File: src/rtl/apb_pkg.sv
// Shared types and helpers for the APB4 initiator that drives the matmul
// accelerator's register port.
package apb_pkg;

    // Transfer sequencing states.
    typedef enum logic [1:0] {
        IDLE      = 2'd0,
        WAIT_BUSY = 2'd1,
        SETUP     = 2'd2,
        ACCESS    = 2'd3
    } apb_state_e;

    // Control bits of an incoming command.
    typedef struct packed {
        logic write;
        logic wait_busy;
    } cmd_ctrl_t;

    // Status flags returned with every response.
    typedef struct packed {
        logic err;
        logic timeout;
    } rsp_flags_t;

    // Number of strobe lanes on the bus.
    function automatic int max_dim(input int bus_width, input int data_width);
        return bus_width / data_width;
    endfunction

    // Counter width able to hold 0..limit without wrapping (at least 1 bit).
    function automatic int cnt_width(input int limit);
        if (limit < 2) begin
            return 1;
        end else begin
            return $clog2(limit + 1);
        end
    endfunction

endpackage

File: src/rtl/apb_master_module.sv
// APB4 initiator: turns valid/ready commands into SETUP/ACCESS transfers,
// optionally waits for the accelerator to go idle first, and returns one
// registered response per command. A watchdog aborts stalled ACCESS phases.
module apb_master_module
    import apb_pkg::*;
#(
    parameter int  DATA_WIDTH     = 8,
    parameter int  BUS_WIDTH      = 16,
    parameter int  ADDR_WIDTH     = 32,
    parameter int  TIMEOUT_CYCLES = 16,
    localparam int MAX_DIM        = max_dim(BUS_WIDTH, DATA_WIDTH)
) (
    input  logic                  clk_i,
    input  logic                  rst_ni,
    // command interface
    input  logic                  cmd_valid_i,
    output logic                  cmd_ready_o,
    input  logic                  cmd_write_i,
    input  logic [ADDR_WIDTH-1:0] cmd_addr_i,
    input  logic [BUS_WIDTH-1:0]  cmd_wdata_i,
    input  logic [MAX_DIM-1:0]    cmd_strb_i,
    input  logic                  cmd_wait_busy_i,
    input  logic                  busy_i,
    // response interface
    output logic                  rsp_valid_o,
    output logic [BUS_WIDTH-1:0]  rsp_rdata_o,
    output logic                  rsp_err_o,
    output logic                  rsp_timeout_o,
    // APB4 initiator port
    output logic                  psel_o,
    output logic                  penable_o,
    output logic                  pwrite_o,
    output logic [ADDR_WIDTH-1:0] paddr_o,
    output logic [BUS_WIDTH-1:0]  pwdata_o,
    output logic [MAX_DIM-1:0]    pstrb_o,
    input  logic                  pready_i,
    input  logic                  pslverr_i,
    input  logic [BUS_WIDTH-1:0]  prdata_i
);

    localparam int CNT_W = cnt_width(TIMEOUT_CYCLES);
    localparam logic [CNT_W-1:0] CNT_LIMIT = CNT_W'(TIMEOUT_CYCLES);
    localparam logic [CNT_W-1:0] CNT_ONE   = CNT_W'(1);
    localparam logic             WDOG_EN   = (TIMEOUT_CYCLES != 0);

    // FSM and watchdog
    apb_state_e          state_r;
    apb_state_e          state_s;
    logic [CNT_W-1:0]    wdog_r;
    logic [CNT_W-1:0]    wdog_s;
    logic [CNT_W-1:0]    wdog_inc_s;
    logic                timeout_hit_s;

    // command captured on acceptance (needed when leaving WAIT_BUSY)
    logic                  write_r;
    logic [ADDR_WIDTH-1:0] addr_r;
    logic [BUS_WIDTH-1:0]  wdata_r;
    logic [MAX_DIM-1:0]    strb_r;

    cmd_ctrl_t             cmd_ctrl_s;
    logic                  accept_s;

    // source of the APB fields when SETUP is entered
    logic                  src_write_s;
    logic [ADDR_WIDTH-1:0] src_addr_s;
    logic [BUS_WIDTH-1:0]  src_wdata_s;
    logic [MAX_DIM-1:0]    src_strb_s;

    // next values of the registered outputs
    logic                  cmd_ready_s;
    logic                  psel_s;
    logic                  penable_s;
    logic                  pwrite_s;
    logic [ADDR_WIDTH-1:0] paddr_s;
    logic [BUS_WIDTH-1:0]  pwdata_s;
    logic [MAX_DIM-1:0]    pstrb_s;
    logic                  rsp_valid_s;
    logic [BUS_WIDTH-1:0]  rsp_rdata_s;
    rsp_flags_t            rsp_flags_s;
    rsp_flags_t            rsp_flags_r;

    assign cmd_ctrl_s    = '{write: cmd_write_i, wait_busy: cmd_wait_busy_i};
    assign accept_s      = cmd_valid_i & cmd_ready_o;
    assign wdog_inc_s    = wdog_r + CNT_ONE;
    assign timeout_hit_s = WDOG_EN & (wdog_inc_s == CNT_LIMIT);

    assign rsp_err_o     = rsp_flags_r.err;
    assign rsp_timeout_o = rsp_flags_r.timeout;

    // Select the command fields that feed SETUP: live inputs straight from
    // IDLE, the captured copy when coming out of WAIT_BUSY. Reads never
    // drive write data or strobes.
    always_comb begin
        src_write_s = 1'b0;
        src_addr_s  = '0;
        src_wdata_s = '0;
        src_strb_s  = '0;
        if (state_r == IDLE) begin
            src_write_s = cmd_ctrl_s.write;
            src_addr_s  = cmd_addr_i;
            src_wdata_s = cmd_wdata_i;
            src_strb_s  = cmd_strb_i;
        end else begin
            src_write_s = write_r;
            src_addr_s  = addr_r;
            src_wdata_s = wdata_r;
            src_strb_s  = strb_r;
        end
        if (!src_write_s) begin
            src_wdata_s = '0;
            src_strb_s  = '0;
        end else begin
            src_wdata_s = src_wdata_s;
            src_strb_s  = src_strb_s;
        end
    end

    // Next-state, watchdog and response generation.
    always_comb begin
        state_s     = state_r;
        wdog_s      = wdog_r;
        rsp_valid_s = 1'b0;
        rsp_rdata_s = '0;
        rsp_flags_s = '{err: 1'b0, timeout: 1'b0};
        case (state_r)
            IDLE: begin
                if (accept_s) begin
                    if (cmd_ctrl_s.wait_busy && busy_i) begin
                        state_s = WAIT_BUSY;
                    end else begin
                        state_s = SETUP;
                    end
                end else begin
                    state_s = IDLE;
                end
            end
            WAIT_BUSY: begin
                if (!busy_i) begin
                    state_s = SETUP;
                end else begin
                    state_s = WAIT_BUSY;
                end
            end
            SETUP: begin
                state_s = ACCESS;
            end
            ACCESS: begin
                // pready takes priority over a watchdog hit in the same cycle
                if (pready_i) begin
                    state_s             = IDLE;
                    rsp_valid_s         = 1'b1;
                    rsp_rdata_s         = write_r ? '0 : prdata_i;
                    rsp_flags_s.err     = pslverr_i;
                    rsp_flags_s.timeout = 1'b0;
                end else if (timeout_hit_s) begin
                    state_s             = IDLE;
                    wdog_s              = wdog_inc_s;
                    rsp_valid_s         = 1'b1;
                    rsp_rdata_s         = '0;
                    rsp_flags_s.err     = 1'b1;
                    rsp_flags_s.timeout = 1'b1;
                end else begin
                    state_s = ACCESS;
                    if (WDOG_EN) begin
                        wdog_s = wdog_inc_s;
                    end else begin
                        wdog_s = wdog_r;
                    end
                end
            end
            default: begin
                state_s = IDLE;
            end
        endcase
        if (state_s == SETUP) begin
            wdog_s = '0;
        end else begin
            wdog_s = wdog_s;
        end
    end

    // Next values of the APB outputs and command ready.
    always_comb begin
        cmd_ready_s = 1'b0;
        psel_s      = 1'b0;
        penable_s   = 1'b0;
        pwrite_s    = 1'b0;
        paddr_s     = '0;
        pwdata_s    = '0;
        pstrb_s     = '0;
        case (state_s)
            IDLE: begin
                cmd_ready_s = 1'b1;
            end
            WAIT_BUSY: begin
                cmd_ready_s = 1'b0;
            end
            SETUP: begin
                psel_s   = 1'b1;
                pwrite_s = src_write_s;
                paddr_s  = src_addr_s;
                pwdata_s = src_wdata_s;
                pstrb_s  = src_strb_s;
            end
            ACCESS: begin
                psel_s    = 1'b1;
                penable_s = 1'b1;
                pwrite_s  = pwrite_o;
                paddr_s   = paddr_o;
                pwdata_s  = pwdata_o;
                pstrb_s   = pstrb_o;
            end
            default: begin
                cmd_ready_s = 1'b0;
            end
        endcase
    end

    // State register and watchdog counter.
    always_ff @(posedge clk_i or negedge rst_ni) begin
        if (!rst_ni) begin
            state_r <= IDLE;
            wdog_r  <= '0;
        end else begin
            state_r <= state_s;
            wdog_r  <= wdog_s;
        end
    end

    // Capture the command on acceptance.
    always_ff @(posedge clk_i or negedge rst_ni) begin
        if (!rst_ni) begin
            write_r <= 1'b0;
            addr_r  <= '0;
            wdata_r <= '0;
            strb_r  <= '0;
        end else if (accept_s) begin
            write_r <= cmd_ctrl_s.write;
            addr_r  <= cmd_addr_i;
            wdata_r <= cmd_wdata_i;
            strb_r  <= cmd_strb_i;
        end else begin
            write_r <= write_r;
            addr_r  <= addr_r;
            wdata_r <= wdata_r;
            strb_r  <= strb_r;
        end
    end

    // Registered APB and command-side outputs.
    always_ff @(posedge clk_i or negedge rst_ni) begin
        if (!rst_ni) begin
            cmd_ready_o <= 1'b0;
            psel_o      <= 1'b0;
            penable_o   <= 1'b0;
            pwrite_o    <= 1'b0;
            paddr_o     <= '0;
            pwdata_o    <= '0;
            pstrb_o     <= '0;
        end else begin
            cmd_ready_o <= cmd_ready_s;
            psel_o      <= psel_s;
            penable_o   <= penable_s;
            pwrite_o    <= pwrite_s;
            paddr_o     <= paddr_s;
            pwdata_o    <= pwdata_s;
            pstrb_o     <= pstrb_s;
        end
    end

    // Registered response; fields clear the cycle after the pulse.
    always_ff @(posedge clk_i or negedge rst_ni) begin
        if (!rst_ni) begin
            rsp_valid_o <= 1'b0;
            rsp_rdata_o <= '0;
            rsp_flags_r <= '{err: 1'b0, timeout: 1'b0};
        end else begin
            rsp_valid_o <= rsp_valid_s;
            rsp_rdata_o <= rsp_rdata_s;
            rsp_flags_r <= rsp_flags_s;
        end
    end

endmodule

File: config.mk
export PLATFORM = sky130hd
export DESIGN_NAME = apb_master_module
export DESIGN_NICKNAME = d
export VERILOG_FILES = /design/src/rtl/apb_pkg.sv /design/src/rtl/apb_master_module.sv
export SDC_FILE = /design/constraint.sdc
export NUM_CORES = 1
export LEC_CHECK = 0
export CAP_MARGIN = 20
export CORE_MARGIN = 1.5
export CORE_UTILIZATION = 46
export DETAILED_ROUTE_END_ITERATION = 8
export GPL_TIMING_DRIVEN = 0
export PLACE_DENSITY = 0.76
export SLEW_MARGIN = 20
export SYNTH_ARGS = -nofsm -noshare
export SYNTH_HDL_FRONTEND = slang
export SYNTH_SLANG_ARGS = --single-unit
File: constraint.sdc
create_clock -name clk_i -period 2.3 [get_ports clk_i]
set_input_delay 0.23 -clock clk_i [delete_from_list [all_inputs] [get_ports clk_i]]
set_output_delay 0.23 -clock clk_i [all_outputs]
set_load 0.03 [all_outputs]
==> impl_metrics.ini <==
[outcome]
run_status = finished, final reports clean

[floorplanning]
fp-row-count = 39
core_mm2 = 0.0114
die_h_um = 111
die-area_mm2 = 0.0124
die_w_um = 111
io_pins = 147
start_util_pct = 47.4

[cells_and_area]
multi_input_area_mm2 = 0.00200
final_nets = 614
regArea_mm2 = 0.00325
areaGrowthSynthToFinish_pct = 41.7
drive_above_1_share_pct = 20.7
fin_area_mm2 = 0.00766
final_cells = 694
finish.utilization_pct = 67.1
fill_cells = 851
antenna_cells = 0

[clock_network]
clkTransAtPathRegs_ns = 0.05
cts_buffers = 17
cts-root-buf = clkbuf_16
htreeDepth = 4
cts_tree = done
insertion_delay_ns = 0.42
clockBufferDepth = 2
cts_resized = 0
clock-sinks = 130

[synthesis]
synth_edf_count = 0
synth_warnings = 0
netlist_instances = 372
synth_top_cells_by_count = dfrtp_1 (130), mux2_2 (51), mux2i_1 (51), o2bb2ai_1 (41), and2_1 (17)
netlist_area_mm2 = 0.00541
synth-seq-cells = 130
ys_types = 35
synth_most_common_cell = dfrtp_1
synth_area_per_cell_um2 = 14.5
synth_area_leaders = dfrtp_1 (60%), mux2_2 (11%), mux2i_1 (9.4%)
syn-num-nets = 447
ys_async_sr_fraction_pct = 100
yosysTopAreaCell = dfrtp_1
yosysSeqAreaShare_pct = 60.2
ys.flop_type = dfrtp_1
synth_top_area_share_pct = 60.2

[drt]
vias_per_cell = 5.23
post_drt_wl_per_cell_um = 17.6
detail_route.iter0.violations = 163
firstDrtPassIters = 4
final_antenna_net_count = 0
wirelength_um = 12200
num_vias = 3629
drcViolationCount = 0

[worst_setup_path]
start_kind = flop
critical_path.endpoint_type = flop
cp_max_fo = 10
arrival_ns = 2.03
critPathKind = flop to flop
crit_required_ns = 2.59

[timing]
tightest_slew_ns = 0.508
final_hold_viol_count = 0
slew-limit-headroom_pct = 66.1
rsz0062_at_grt = false
setup_violations = 0
drv_slew = 0
min_period_ns = 1.74
max_freq_mhz = 573
fin_crit_sh_pct = 75.9
clock_skew_ns = 0.00550

[run]
maxCapViolCount = 0

[global_route]
use_met1_pct = 26.0
gr-total-overflow = 0
antenna_found_initial = 0
use_met3_pct = 8.11
grt_max_degree = 72
grt_use_met2_pct = 33.8
top_usage_layer = met2
grt_usage_pct = 21.2
first_global_vias = 3953
grt_pass1_wl_um = 20300

[pwr]
power.density_mw_per_mm2 = 1480
p_leak_nw = 3.21
peakVddDrop_uv = 864
finalPower_w = 0.0114

[placed_design]
dp.cells = 662
hpwl_um = 8420
place.gp.congestion = 0.791
place_area_mm2 = 0.00708
numPortBuffers = 146

[worst_hold_path]
worstHoldPathType = primary input to asynchronous set/reset pin
==> layout by cell type (no fill, tap or decap), types with 3 or more instances in the layout <==
master	synthesis	final
clkdlybuf4s50_1	0	145
dfrtp_1	130	130
mux2_2	51	51
mux2i_1	51	51
o2bb2ai_1	41	41
and2_1	17	17
clkbuf_16	0	17
buf_2	15	15
clkbuf_1	6	11
o2bb2ai_2	10	10
nand2_1	8	8
nor2_1	6	6
clkbuf_8	0	4
a2bb2oi_1	3	3
nand3_1	3	3
xor2_1	3	3
clkinv_2	0	3
==> stage by stage <==
stage / TNS, ns / hold slack (ns) / worst slack, ns
after floorplan: 0 / -0.0656 / 0.693
after global placement: -513.50 / 0.471 / -3.96
after detailed placement: 0 / 0.190 / 0.222
after CTS: 0 / 0.348 / 0.560
after global routing: 0 / 0.368 / 0.454
final: 0 / 0.342 / 0.555
==> final cells by class <==
type	instances	share of cell area (%)
sequential	130	42.4
tap	143	2.33
inverter	1	0.0490
clock inverter	5	0.979
clock buffer	26	6.51
multi-input combinational	215	26.1
buffer	26	1.96
timing repair buffer	148	19.6
==> sequential cells by signal, summed over array words and instances, names as in the netlist <==
register	flops
paddr_o	32
wdata_r	16
psel_o	1
cmd_ready_o	1
state_r	1
pwdata_o	16
rsp_err_o	1
strb_r	2
pstrb_o	2
pwrite_o	1
rsp_valid_o	1
wdog_r	5
rsp_rdata_o	16
rsp_timeout_o	1
addr_r	32
write_r	1
penable_o	1
==> per-layer routing <==
metal	share of wire (%)	vias up	wire [um]
met3	7.2	18	878
met1	44	1803	5420
met4	1.7	0	208
li1	-	1688	-
met5	0	-	0
met2	47	120	5720
==> worst paths after layout <==
path                       depth (start not counted)               startpoint  slack (ns)                  endpoint
setup reg to reg                                   6    wdog_r[0]$_DFFE_PN0P_        0.56   paddr_o[31]$_DFFE_PN0N_
min in group clk_i                                 2              prdata_i[2]        0.37  rsp_rdata_o[2]$_DFF_PN0_
max in group asynchronous                          3                   rst_ni        1.28   paddr_o[13]$_DFFE_PN0N_
hold / removal                                     2                   rst_ni        0.34   wdata_r[10]$_DFFE_PN0P_
hold reg to reg                                    1  paddr_o[18]$_DFFE_PN0N_        0.49   paddr_o[18]$_DFFE_PN0N_
setup / recovery                                   6    wdog_r[0]$_DFFE_PN0P_        0.56   paddr_o[31]$_DFFE_PN0N_
==> report_power, final <==
group	leakage [nW]	internal, W	switching (W)
Combinational	1.27	0.00228	0.00255
Sequential	1.66	0.00331	0.000600
Clock	0.284	0.00170	0.000912
Total	3.21	0.00728	0.00407
==> cells by family (layout without fill, tap and decap cells) <==
group | Yosys count | after routing | share of synthesized area, %
AOI/OAI and AO/OA | 64 | 64 | 11.4
xor gates and xnor gates | 4 | 4 | 0.648
adders and majority gates | 1 | 1 | 0.231
buffers and inverters | 27 | 206 | 2.85
DFF | 130 | 130 | 60.2
muxes | 102 | 102 | 20.1
and+or+nand+nor | 44 | 44 | 4.67
==> critical path, stage by stage, from the launching register on <==
cell and delay (ns):
dfrtp_1 0.43, ha_1 0.27, nand2_1 0.07, a2bb2oi_1 0.26, o31ai_4 0.19, buf_2 0.24, o2bb2ai_1 0.15
==> timing repair <==
action                    4_1_cts  5_1_grt
hold endpoints to repair       59        0
buffers inserted                0        0
hold buffers                    1        0
Note: power is estimated with default switching activity, not from simulation.
